===== src/rtl/id_ex_operand_stage.sv =====
// ID/EX pipeline register with EX-stage operand bypassing and load-use hazard detection.
// Drives the ALU operands, the ALU operation, store data and destination info toward EX/MEM.
module id_ex_operand_stage #(
  parameter int DATA_WIDTH    = 32,
  parameter int OPCODE_LENGTH = 4,
  parameter int REG_ADDR_W    = 5
) (
  input  logic                     clk,
  input  logic                     reset,
  input  logic                     stall,
  input  logic                     flush,
  input  logic                     id_valid,
  input  logic [DATA_WIDTH-1:0]    id_pc,
  input  logic [REG_ADDR_W-1:0]    id_rs1,
  input  logic [REG_ADDR_W-1:0]    id_rs2,
  input  logic [DATA_WIDTH-1:0]    id_rs1_data,
  input  logic [DATA_WIDTH-1:0]    id_rs2_data,
  input  logic [DATA_WIDTH-1:0]    id_imm,
  input  logic [REG_ADDR_W-1:0]    id_rd,
  input  logic [OPCODE_LENGTH-1:0] id_alu_op,
  input  logic                     id_srca_pc,
  input  logic                     id_srcb_imm,
  input  logic                     id_reg_write,
  input  logic                     id_mem_read,
  input  logic [REG_ADDR_W-1:0]    exmem_rd,
  input  logic                     exmem_reg_write,
  input  logic [DATA_WIDTH-1:0]    exmem_result,
  input  logic [REG_ADDR_W-1:0]    memwb_rd,
  input  logic                     memwb_reg_write,
  input  logic [DATA_WIDTH-1:0]    memwb_result,
  output logic [DATA_WIDTH-1:0]    SrcA,
  output logic [DATA_WIDTH-1:0]    SrcB,
  output logic [OPCODE_LENGTH-1:0] Operation,
  output logic [DATA_WIDTH-1:0]    ex_store_data,
  output logic                     ex_valid,
  output logic [REG_ADDR_W-1:0]    ex_rd,
  output logic                     ex_reg_write,
  output logic                     ex_mem_read,
  output logic [DATA_WIDTH-1:0]    ex_pc,
  output logic                     hazard_stall
);

  logic                     r_valid;
  logic [DATA_WIDTH-1:0]    r_pc;
  logic [REG_ADDR_W-1:0]    r_rs1;
  logic [REG_ADDR_W-1:0]    r_rs2;
  logic [DATA_WIDTH-1:0]    r_rs1_data;
  logic [DATA_WIDTH-1:0]    r_rs2_data;
  logic [DATA_WIDTH-1:0]    r_imm;
  logic [REG_ADDR_W-1:0]    r_rd;
  logic [OPCODE_LENGTH-1:0] r_alu_op;
  logic                     r_srca_pc;
  logic                     r_srcb_imm;
  logic                     r_reg_write;
  logic                     r_mem_read;

  logic [DATA_WIDTH-1:0]    w_fwd_a;
  logic [DATA_WIDTH-1:0]    w_fwd_b;
  logic                     w_bubble;

  // EX/MEM is the newer producer, so it is checked before MEM/WB.
  always_comb begin
    w_fwd_a = r_rs1_data;
    if (r_rs1 == '0)
      w_fwd_a = '0;
    else if (exmem_reg_write && (exmem_rd == r_rs1))
      w_fwd_a = exmem_result;
    else if (memwb_reg_write && (memwb_rd == r_rs1))
      w_fwd_a = memwb_result;
  end

  always_comb begin
    w_fwd_b = r_rs2_data;
    if (r_rs2 == '0)
      w_fwd_b = '0;
    else if (exmem_reg_write && (exmem_rd == r_rs2))
      w_fwd_b = exmem_result;
    else if (memwb_reg_write && (memwb_rd == r_rs2))
      w_fwd_b = memwb_result;
  end

  assign hazard_stall = !reset && r_valid && r_mem_read && (r_rd != '0) && id_valid &&
                        ((r_rd == id_rs1) || (r_rd == id_rs2));

  assign w_bubble = flush || hazard_stall || !id_valid;

  // A stalled stage keeps re-capturing its bypassed operands so a producer retiring mid-stall is kept.
  always_ff @(posedge clk) begin
    if (reset) begin
      r_valid     <= 1'b0;
      r_pc        <= '0;
      r_rs1       <= '0;
      r_rs2       <= '0;
      r_rs1_data  <= '0;
      r_rs2_data  <= '0;
      r_imm       <= '0;
      r_rd        <= '0;
      r_alu_op    <= '0;
      r_srca_pc   <= 1'b0;
      r_srcb_imm  <= 1'b0;
      r_reg_write <= 1'b0;
      r_mem_read  <= 1'b0;
    end else if (stall && !flush) begin
      r_rs1_data <= w_fwd_a;
      r_rs2_data <= w_fwd_b;
    end else begin
      r_pc       <= id_pc;
      r_rs1      <= id_rs1;
      r_rs2      <= id_rs2;
      r_rs1_data <= id_rs1_data;
      r_rs2_data <= id_rs2_data;
      r_imm      <= id_imm;
      r_srca_pc  <= id_srca_pc;
      r_srcb_imm <= id_srcb_imm;
      if (w_bubble) begin
        r_valid     <= 1'b0;
        r_reg_write <= 1'b0;
        r_mem_read  <= 1'b0;
        r_alu_op    <= '0;
        r_rd        <= '0;
      end else begin
        r_valid     <= 1'b1;
        r_reg_write <= id_reg_write;
        r_mem_read  <= id_mem_read;
        r_alu_op    <= id_alu_op;
        r_rd        <= id_rd;
      end
    end
  end

  assign SrcA          = r_srca_pc  ? r_pc  : w_fwd_a;
  assign SrcB          = r_srcb_imm ? r_imm : w_fwd_b;
  assign ex_store_data = w_fwd_b;
  assign Operation     = r_alu_op;
  assign ex_valid      = r_valid;
  assign ex_rd         = r_rd;
  assign ex_reg_write  = r_reg_write;
  assign ex_mem_read   = r_mem_read;
  assign ex_pc         = r_pc;

endmodule

===== config.mk =====
export PLATFORM = sky130hd
export DESIGN_NAME = id_ex_operand_stage
export DESIGN_NICKNAME = d
export VERILOG_FILES = /design/src/rtl/id_ex_operand_stage.sv
export SDC_FILE = /design/constraint.sdc
export NUM_CORES = 1
export LEC_CHECK = 0
export BUFFER_PORTS_ARGS = -buffer_cell sky130_fd_sc_hd__buf_2
export CAP_MARGIN = 5
export CORE_AREA = 4 4 142 144
export DETAILED_ROUTE_END_ITERATION = 16
export DIE_AREA = 0 0 146 148
export PLACE_DENSITY = 0.83
export SYNTH_ARGS = -nofsm -noshare
export SYNTH_HDL_FRONTEND = slang
export SYNTH_SLANG_ARGS = --single-unit

===== constraint.sdc =====
create_clock -name clk -period 2.59 [get_ports clk]
set_clock_uncertainty 0.15 [all_clocks]
set_input_delay 0.3885 -clock clk [delete_from_list [all_inputs] [get_ports clk]]
set_output_delay 0.3885 -clock clk [all_outputs]
set_load 0.01 [all_outputs]

==> reports/qor.csv, run 1 <==
stage,metric,value,unit
placed_design,GPL Wtd Cong,0.909,
global_routing,first-pass GRT wire length,59400,um
synthesis,Yosys reg bits,152,
route,drt drc,0,
worst_setup_path,critical path peak fanout,21,
worst_setup_path,Crit Path Category,register to output port,
synthesis,synth top area cells,"dfxtp_1 (39%), a22o_1 (8.4%), nand2_1 (7.8%), a32o_1 (7.7%), and2_1 (5.3%)",
worst_setup_path,WP data required,2.05,ns
route,DRT iter0 DRCs,1140,
clock_tree,TritonCTS buffer count,17,
layout,"Design Area, Final",13000,um2
sta,relative slew slack,20.1,%
sta,Worst Tran Pin Value,1.20,ns
clock_tree,TritonCTS clock tree,yes,
placed_design,post-DP HPWL,25500,um
clock_tree,CTS hold repair buffers,0,
pwr,Max IR drop VDD,447,uV
run,MaxCap Viol Count,0,
sta,setup TNS,-26.96,ns
clock_tree,htree depth,4,
synthesis,Synth cell types,33,
synthesis,Synthesized Nets,1185,
floorplan,die height,148,um
synthesis,ys async rst share,0,%
sta,FMAX,327,MHz
synthesis,"area leader, netlist",dfxtp_1,
floorplan,die area,21600,um2
status,status,finished with violations,
floorplan,Ports,373,
clock_tree,root buf cell,clkbuf_16,
route,final wirelength,42000,um
placed_design,dpl cells,1508,
clock_tree,CTS max path bufs,2,
route,Via density,6.32,
sta,RSZ-0062 raised after global routing,true,
route,Detail Route Antenna Nets,0,
layout,Layout Nets,1584,
synthesis,Most used DFF post-synth,dfxtp_1,
min_path,Min-Delay Path Class,input pin to register,
global_routing,met3 usage,8.71,%
worst_setup_path,crit path launch type,register,
layout,share of layout cells above drive strength 1,49.7,%
sta,hold_ws,0.0325,ns
global_routing,number of global-route vias before repair,10200,
sta,post-route worst setup slack,-0.473,ns
route,total iterations of the first detailed-routing run,5,
status,failing checks,negative setup slack,
global_routing,largest net degree at the start of global routing,53,
synthesis,Synth Cell Area,7790,um2
synthesis,post-synthesis cell count,953,
clock_tree,clk slew on worst S/H paths,0.07,ns
sta,fin crit share,118,%
pwr,power density over the cells,551,nW/um2
layout,Area Overhead vs Synth,66.9,%
floorplan,core region area,18700,um2
global_routing,grt total ovfl,0,
synthesis,sequential-to-total area share from yosys stat,39.1,%
sta,final hold vios,0,
floorplan,Initial Utilization,41.6,%
global_routing,M2 GR Usage,59.5,%
synthesis,number of synthesized flops with an enable pin,0,
route,wire length per cell,26.3,um
synthesis,Ys Warns,0,
clock_tree,"Clk Latency, worst-skew pair",0.41,ns
layout,post-route core utilization,69.5,%
route,routed vias,10100,
global_routing,Global Route Usage Sum,35.6,%
min_path,worst hold path depth,2,
sta,crit path time final,3.06,ns
floorplan,Cell Rows,50,
global_routing,busiest grt layer,met2,
sta,max-slew violations,0,
global_routing,initial antenna violation count,1,
sta,setup violators final,96,
layout,"non-filler cells, final",1599,
clock_tree,CTS Sinks,152,
placed_design,IO buf count,372,
worst_setup_path,CP arrival,2.52,ns
floorplan,Die X-Extent,146,um
worst_setup_path,worst reg2reg path depth,8,
layout,# diodes,0,
placed_design,Area after DPL,10100,um2
pwr,Leak,5.54,nW
worst_setup_path,nature of the critical path endpoint,output port,
synthesis,Mapped Avg Cell Area,8.17,um2
global_routing,met1 usage,41.5,%
synthesis,Synth top area share,39.1,%
kinds of logic after synthesis:
kind of cell | Yosys count | synth area share, %
flops | 152 | 39.1
simple gates | 349 | 21.5
buf+inv | 102 | 5.32
compound gates | 320 | 30.7
xor+xnor | 30 | 3.37
through the flow:
stage                     total power, mW  worst slack (ns)
after detailed placement             4.07            -0.207
after global routing                 7.36            -0.549
final                                7.16            -0.473
after floorplan                      3.35            0.0977
after CTS                            6.98            -0.473
after global placement               4.04            -0.190
layer usage:
| metal | vias to the layer above | wire, um | part of all wire [%] |
|---|---|---|---|
| li1 | 4342 | - | - |
| met1 | 4728 | 15100 | 36 |
| met2 | 840 | 19700 | 47 |
| met3 | 197 | 4470 | 11 |
| met4 | 2 | 2790 | 6.6 |
| met5 | - | 13 | 0.031 |
placed cells by master, fill, tap and decap left out, types with 3 or more instances in the layout:
cell and n:
and2_1 48, and2_4 18, nor3_4 4, buf_8 3
buf_2 349, a221o_1 28, nor3_1 3, buf_16 7
nand3_2 11, a31oi_4 32, inv_6 6, nand3_4 3
nor2_1 3, nand2_1 162, nor2_4 7, nor3_2 29
a32o_1 60, o21ai_0 6, xnor2_1 19, a22o_1 75
buf_6 33, o21ai_4 32, clkbuf_16 20, a21oi_1 76
dfxtp_1 142, buf_4 59, xnor2_2 7, buf_12 24
nand3_1 22, dfxtp_2 8, or3_1 30
Yosys cell counts (31+ instances only):
library cell,number
a21oi_1,77
a22o_1,75
a31oi_1,32
a32o_1,60
and2_1,66
clkbuf_1,91
dfxtp_1,152
nand2_1,162
nand3_1,36
nor3_1,36
o21ai_0,40
or3_1,31
worst max-delay path, stage by stage (launching register included):
cell and delay, ns:
dfxtp_2 0.34, xnor2_2 0.14, nand3_1 0.11, or4_4 0.58
buf_12 0.19, a221o_1 0.34, a32o_1 0.27, buf_2 0.14
worst paths after layout:
kind	start	slack (ns)	end
max	r_rs1[1]	-0.47	SrcA[11]
min reg2reg	r_imm[12]	0.31	r_imm[12]
max reg2reg	r_rs1[2]	0.21	r_rs1_data[21]
min	id_reg_write	0.03	ex_reg_write
layout make-up:
class	count	area (um2)
timing repair buffer	478	3350
fill	1350	5710
clock buffer	19	453
sequential	152	3060
inverter	1	3.75
tap	234	293
clock inverter	13	134
multi-input combinational	702	5700
state kept, by name (all words and copies together), names as in the netlist:
register,flops
ex_pc,32
r_imm,32
r_rs1_data,32
r_rs2_data,32
ex_rd,5
r_rs1,5
r_rs2,5
Operation,4
ex_mem_read,1
ex_reg_write,1
ex_valid,1
r_srca_pc,1
r_srcb_imm,1
power breakdown:
part,total [mW],switching [mW],internal [mW],leakage (nW)
Sequential,2.60,0.116,2.48,1.26
Clock,2.52,1.11,1.41,0.286
Combinational,2.04,1.11,0.930,3.99
Total,7.16,2.33,4.82,5.54
repair_timing:
item	CTS	global route
setup buffers	31	19
pin swaps	63	38
gates resized for setup	262	79
setup endpoints to repair	96	96
cloned	14	4
No activity file was read; power rests on OpenSTA's default activity.
==> run 2: changes to the inputs <==
Settings changed: ABC_AREA set to 1, CORE_AREA 4 4 142 144 to 4 4 145 147, DIE_AREA 0 0 146 148 to 0 0 149 151, PLACE_DENSITY 0.83 to 0.84.
==> run 2 against run 1 <==
  * The flow still finishes with violations (negative setup slack)
  * Setup slack improved by 0.39 ns
  * Fmax rose by 15%
  * Clock power rose by 5%
  * Sequential power barely moved
  * Register-to-register slack got worse by 0.13 ns
  * Combinational power fell by 6%
  * Sequential share of layout area rose by 0.12 points
  * Synthesized cell count rose by 41%
  * Utilization fell by 4.3 points
  * Global-route usage fell by 8.2 points
  * Final cell count rose by 27%
  * Wire length fell by 12%
  * Critical path type unchanged
  * Largest cell class unchanged
  * Largest power group is now clock
==> reports/qor.csv, run 2 <==
stage,metric,value,unit,change
status,status,finished with violations,,
status,failing checks,negative setup slack,,
run,MaxCap Viol Count,0,,unchanged
worst_setup_path,"reg-to-reg slack, setup",0.08,ns,-0.13 ns
synthesis,Ys Warns,0,,unchanged
route,M1 wire length,14000,um,-7.3%
placed_design,Area after DPL,10500,um2,+3.4%
route,Detail Route Antenna Nets,0,,unchanged
synthesis,Synth top area share,36.7,%,-2.3 points
global_routing,initial antenna violation count,5,,+4
sta,final hold vios,0,,unchanged
route,max layer used,met5,,
synthesis,Synth cell types,21,,-36%
sta,RSZ-0062 raised after global routing,true,,
floorplan,Ports,373,,unchanged
placed_design,DP Worst Slack,0.176,ns,+0.383 ns
global_routing,largest net degree at the start of global routing,68,,+28%
floorplan,die height,151,um,+2.0%
worst_setup_path,Crit Path Category,register to output port,,
synthesis,"area leader, netlist",dfxtp_1,,
route,DRT iter0 DRCs,966,,-15%
placed_design,dpl cells,1926,,+28%
layout,"non-filler cells, final",2029,,+27%
sta,relative slew slack,63.9,%,+44 points
route,wire length per cell,18.2,um,-31%
floorplan,die area,22500,um2,+4.1%
sta,setup violators final,47,,-51%
floorplan,core region area,19900,um2,+6.4%
sta,Worst Tran Pin Value,0.541,ns,-0.655 ns
layout,"commonest non-fill, non-tap cells in the layout","buf_2 (360), nand2_1 (224), nor2_1 (211)",,
layout,post-route core utilization,65.1,%,-4.3 points
worst_setup_path,family with the most delay on the worst path,simple AND/OR/NAND/NOR gates,,
min_path,Min-Delay Path Class,input pin to register,,
worst_setup_path,slowest cell on the critical path,dfxtp_2,,
min_path,worst hold path depth,3,,+1
synthesis,Yosys reg bits,152,,unchanged
floorplan,Cell Rows,52,,+4.0%
floorplan,Initial Utilization,41.6,%,-0.048 points
global_routing,number of global-route vias before repair,9759,,-4.0%
synthesis,commonest cells in the synthesized netlist,"nor2_1 (284), nand2_1 (281), dfxtp_1 (152)",,
route,routed vias,11100,,+9.4%
layout,Area Overhead vs Synth,56.6,%,
worst_setup_path,Crit path depth,12,,+5
synthesis,post-synthesis cell count,1347,,+41%
synthesis,Mapped Avg Cell Area,6.15,um2,-25%
route,Via density,5.45,,-14%
global_routing,Global Route Usage Sum,27.4,%,-8.2 points
sta,fin crit share,103,%,-15 points
worst_setup_path,CP peak stage delay,0.36,ns,-0.22 ns
pwr,power density over the cells,552,nW/um2,+0.33%
worst_setup_path,critical path peak fanout,15,,-29%
worst_setup_path,CP bufs+invs,4,,+2
worst_setup_path,nature of the critical path endpoint,output port,,
placed_design,GPL Wtd Cong,0.931,,+2.3%
clock_tree,clk slew on worst S/H paths,0.07,ns,about the same
synthesis,synth top area cells,"dfxtp_1 (37%), nor2_1 (13%), nand2_1 (13%), o21ai_0 (8.8%), nand3_1 (8.3%)",,
sta,max-slew violations,0,,unchanged
global_routing,first-pass GRT wire length,49400,um,-17%
worst_setup_path,CP arrival,2.13,ns,-0.39 ns
clock_tree,CTS Sinks,152,,unchanged
synthesis,Most used DFF post-synth,dfxtp_1,,
placed_design,post-DP HPWL,24000,um,-5.8%
placed_design,IO buf count,372,,unchanged
worst_setup_path,"Top cell by count, worst path",nand2_1,,
route,met2 WL,18200,um,-7.3%
clock_tree,root buf cell,clkbuf_16,,
synthesis,top-count cell post-synth,nor2_1,,
clock_tree,htree depth,4,,unchanged
clock_tree,TritonCTS clock tree,yes,,
clock_tree,CTS max path bufs,2,,unchanged
layout,share of layout cells above drive strength 1,42.6,%,-7.2 points
sta,FMAX,375,MHz,+15%
route,drt drc,0,,unchanged
worst_setup_path,WP data required,2.05,ns,about the same
pwr,Leak,6.58,nW,+19%
worst_setup_path,crit path launch type,register,,
global_routing,grt total ovfl,0,,unchanged
sta,hold_ws,0.0485,ns,+0.0159 ns
synthesis,Synthesized Nets,1579,,+33%
layout,"commonest non-fill, non-tap cell in the layout",buf_2,,
pwr,Max IR drop VDD,450,uV,+0.75%
synthesis,sequential-to-total area share from yosys stat,36.7,%,-2.3 points
clock_tree,"Clk Latency, worst-skew pair",0.43,ns,+0.02 ns
clock_tree,TritonCTS buffer count,17,,unchanged
route,met3 wire len,3570,um,-20%
clock_tree,CTS hold repair buffers,0,,unchanged
synthesis,ys async rst share,0,%,unchanged
floorplan,Die X-Extent,149,um,+2.1%
layout,"Design Area, Final",13000,um2,-0.20%
synthesis,Synth Cell Area,8280,um2,+6.3%
route,final wirelength,36900,um,-12%
synthesis,number of synthesized flops with an enable pin,0,,unchanged
sta,crit path time final,2.67,ns,-0.394 ns
worst_setup_path,worst reg2reg path depth,17,,+9
layout,Layout Nets,1973,,+25%
sta,post-route worst setup slack,-0.0784,ns,+0.394 ns
route,total iterations of the first detailed-routing run,6,,+1
worst_setup_path,CP Cell Sequence,inv_2 > nand2_1 > nand2_1 > nor2_2 > nand3_4 > buf_12 > clkbuf_16 > nor2_1 > nor2_1 > nand2_1 > o21ai_1 > buf_2,,
run 2: kinds of logic (layout without fill, tap and decap cells):
| family | after synthesis | after routing | share of synthesized area (%) |
|---|---|---|---|
| simple gates | 725 | 725 | 36.3 |
| compound gates | 295 | 295 | 17.8 |
| buf+inv | 173 | 580 | 8.91 |
| flops | 152 | 152 | 36.7 |
| xor+xnor | 2 | 2 | 0.212 |
| other cells | 0 | 5 | 0 |
run 2: power by group:
group	switching [mW]	leakage [nW]	internal [mW]
Sequential	0.0992	1.27	2.50
Clock	1.08	0.288	1.56
Combinational	1.12	5.03	0.803
Total	2.30	6.58	4.86
run 2: final cells by class:
type / count / area [um2]
diodes: 5 / 12.5
clock buffers: 20 / 447
clock inverters: 12 / 165
fillers: 1714 / 6940
inverters: 75 / 290
multi-input cells: 1022 / 5350
flip-flops and latches: 152 / 3070
well taps: 270 / 338
repair buffers: 473 / 3300
run 2: per-stage QoR:
step	setup TNS (ns)	power [mW]
5_1_grt	-8.37	7.45
6_report	-1.30	7.17
2_1_floorplan	0	3.46
3_3_place_gp	0	4.12
3_5_place_dp	0	4.15
4_1_cts	-0.888	6.85
run 2: path summary, 6_finish.rpt:
kind / to / start
setup / recovery: SrcA[9] / r_rs1[4]
hold reg to reg: Operation[1] / Operation[1]
hold / removal: r_imm[26] / id_imm[26]
setup reg to reg: r_rs2_data[28] / r_rs2[0]
run 2: worst reg2reg max path: cells and delay by family (launching register included):
| family | cells | cell delay [ns] |
|---|---|---|
| buffers and inverters | 10 | 1.19 |
| AND/OR/NAND/NOR | 6 | 0.64 |
| AO/OA/AOI/OAI | 1 | 0.10 |
| flip-flops | 1 | 0.37 |
run 2: repair_timing:
| action | 4_1_cts | 5_1_grt |
|---|---|---|
| resized for setup | 64 | 242 |
| setup buffers | 19 | 28 |
| endpoints found under the setup margin | 94 | 97 |
| pin swaps | 34 | 74 |
| endpoints found under the hold margin | 0 | 0 |
| cloned | 2 | 17 |
run 2: layer usage:
metal	track usage (%)	vias up
met5	0	-
met3	6.79	107
met4	10.4	4
li1	-	5157
met1	32.9	5149
met2	47.3	640
==> run 3: changes to the inputs <==
Settings changed: PLACE_DENSITY 0.84 to 0.79.
==> run 3 against run 2 <==
  * Fmax down 2.5%
  * Die area did not move
  * Register-to-register slack improved by 0.43 ns
  * Count of clock-buffer cells in the layout unchanged
  * Utilization up 3.7 points
  * Wire length is 7.9% higher
  * Sequential power is essentially flat
  * Largest cell class unchanged
  * Sequential share of layout area decreased by 1.2 points
  * Largest power group is now registers
  * The flow still finishes with violations (negative setup slack)
  * Critical endpoint is now SrcA[29]
  * Critical path depth down 1
==> reports/qor.csv, run 3 (synthesis results as in run 2) <==
stage,metric,value,unit,change
status,status,finished with violations,,
status,failing checks,negative setup slack,,
global_routing,initial antenna violation count,3,,-2
clock_tree,CTS Sinks,152,,unchanged
layout,"commonest non-fill, non-tap cell in the layout",buf_2,,
floorplan,core region area,19900,um2,unchanged
min_path,worst hold path depth,3,,unchanged
worst_setup_path,reg-to-reg endpoint,r_rs2_data[13],,
layout,"commonest non-fill, non-tap cells in the layout","buf_2 (347), nor2_1 (226), nand2_1 (160)",,
global_routing,Global Route Usage Sum,27.4,%,about the same
sta,post-route worst setup slack,-0.146,ns,-0.0675 ns
layout,post-route core utilization,68.9,%,+3.7 points
clock_tree,root buf cell,clkbuf_16,,
layout,share of layout cells above drive strength 1,50.3,%,+7.7 points
pwr,Leak,6.79,nW,+3.1%
placed_design,DP Worst Slack,0.249,ns,+0.0729 ns
worst_setup_path,crit path launch type,register,,
floorplan,Ports,373,,unchanged
clock_tree,TritonCTS buffer count,17,,unchanged
pwr,power density over the cells,525,nW/um2,-5.0%
sta,final hold vios,0,,unchanged
layout,Layout Nets,1968,,-0.25%
route,routed vias,11200,,+1.3%
clock_tree,clk slew on worst S/H paths,0.07,ns,about the same
global_routing,grt total ovfl,0,,unchanged
floorplan,die area,22500,um2,unchanged
sta,crit path time final,2.74,ns,+0.0675 ns
clock_tree,htree depth,4,,unchanged
route,wire length per cell,19.7,um,+8.3%
clock_tree,CTS max path bufs,2,,unchanged
worst_setup_path,WP data required,2.05,ns,about the same
floorplan,Die X-Extent,149,um,unchanged
layout,"Design Area, Final",13700,um2,+5.7%
min_path,WHS Endpoint,ex_pc[20],,
sta,max-slew violations,0,,unchanged
route,Detail Route Antenna Nets,0,,unchanged
route,DRT iter0 DRCs,1000,,+3.5%
worst_setup_path,nature of the critical path endpoint,output port,,
run,MaxCap Viol Count,0,,unchanged
clock_tree,CTS hold repair buffers,0,,unchanged
min_path,Hold Startpoint,id_pc[20],,
worst_setup_path,worst r2r src,r_rs2[0],,
floorplan,die height,151,um,unchanged
placed_design,GPL Wtd Cong,0.938,,+0.85%
min_path,Min-Delay Path Class,input pin to register,,
global_routing,largest net degree at the start of global routing,138,,+100%
route,drt drc,0,,unchanged
sta,FMAX,366,MHz,-2.5%
worst_setup_path,CP arrival,2.20,ns,+0.07 ns
global_routing,first-pass GRT wire length,49200,um,-0.43%
floorplan,Cell Rows,52,,unchanged
sta,setup violators final,80,,+70%
clock_tree,"Clk Latency, worst-skew pair",0.43,ns,about the same
sta,fin crit share,106,%,+2.6 points
route,final wirelength,39800,um,+7.9%
sta,relative slew slack,58.9,%,-5.0 points
layout,"non-filler cells, final",2021,,-0.39%
sta,Worst Tran Pin Value,0.616,ns,+0.0749 ns
worst_setup_path,critical path peak fanout,6,,-9
global_routing,number of global-route vias before repair,9698,,-0.63%
sta,setup TNS,-3.66,ns,-2.36 ns
placed_design,post-DP HPWL,22800,um,-5.0%
worst_setup_path,"reg-to-reg slack, setup",0.51,ns,+0.43 ns
layout,Area Overhead vs Synth,65.6,%,
placed_design,dpl cells,1918,,-0.42%
placed_design,Area after DPL,10400,um2,-0.81%
worst_setup_path,Crit Path Category,register to output port,,
worst_setup_path,worst reg2reg path depth,12,,-5
clock_tree,TritonCTS clock tree,yes,,
placed_design,IO buf count,372,,unchanged
pwr,Max IR drop VDD,417,uV,-7.5%
route,Via density,5.54,,+1.7%
sta,RSZ-0062 raised after global routing,true,,
floorplan,Initial Utilization,41.6,%,unchanged
route,total iterations of the first detailed-routing run,6,,unchanged
-- run 3: where the power goes --
part	internal, mW	switching, mW	total, mW
combinational	0.886	1.21	2.10
clock	1.36	1.11	2.47
sequential	2.50	0.119	2.62
-- run 3: routing by layer --
| layer | GRT usage, % | wire length, um | part of all wire [%] |
|---|---|---|---|
| met4 | 12.9 | 1700 | 4.3 |
| met3 | 7.36 | 4020 | 10 |
| met1 | 33.2 | 14900 | 37 |
| met5 | 0 | 21 | 0.053 |
| met2 | 45.3 | 19200 | 48 |
-- run 3: final cells by class --
class | instances | area, um2
fillers | 1588 | 6200
diodes | 2 | 5.00
inverters | 75 | 300
well taps | 270 | 338
clock inverters | 12 | 116
multi-input cells | 1022 | 5990
clock buffers | 20 | 447
repair buffers | 468 | 3440
flip-flops and latches | 152 | 3080
-- run 3: per-stage QoR --
stage,hold WS [ns],power (mW)
2_1_floorplan,0.305,3.46
3_3_place_gp,0.301,4.10
3_5_place_dp,0.312,4.13
4_1_cts,0.0463,6.60
5_1_grt,0.0493,7.47
6_report,0.0524,7.19
-- run 3: worst max-delay path by stage --
stage	start	endpoint	slack [ns]
after detailed placement	memwb_rd[3]	SrcA[2]	0.25
final	r_rs1[3]	SrcA[29]	-0.15
after CTS	r_rs1[3]	SrcA[8]	-0.04
after global routing	r_rs1[3]	SrcA[29]	-0.24
after floorplan	memwb_rd[3]	SrcB[11]	0.68
after global placement	memwb_rd[4]	SrcA[1]	0.25
-- run 3: critical path, stage by stage, from the launching register on --
cell     delay [ns]
dfxtp_4        0.37
buf_6          0.12
a21oi_2        0.15
nand2_2        0.08
nor2_4         0.14
buf_12         0.15
buf_12         0.13
nand3_1        0.07
nand3_1        0.09
nand2_1        0.12
o21ai_2        0.17
buf_2          0.15
-- run 3: repair_timing --
action | 4_1_cts | 5_1_grt
pin swaps | 11 | 134
cloned | 3 | 22
gates resized for setup | 42 | 465
buffers inserted | 6 | 38
endpoints found under the hold margin | 0 | 0
endpoints found under the setup margin | 82 | 96
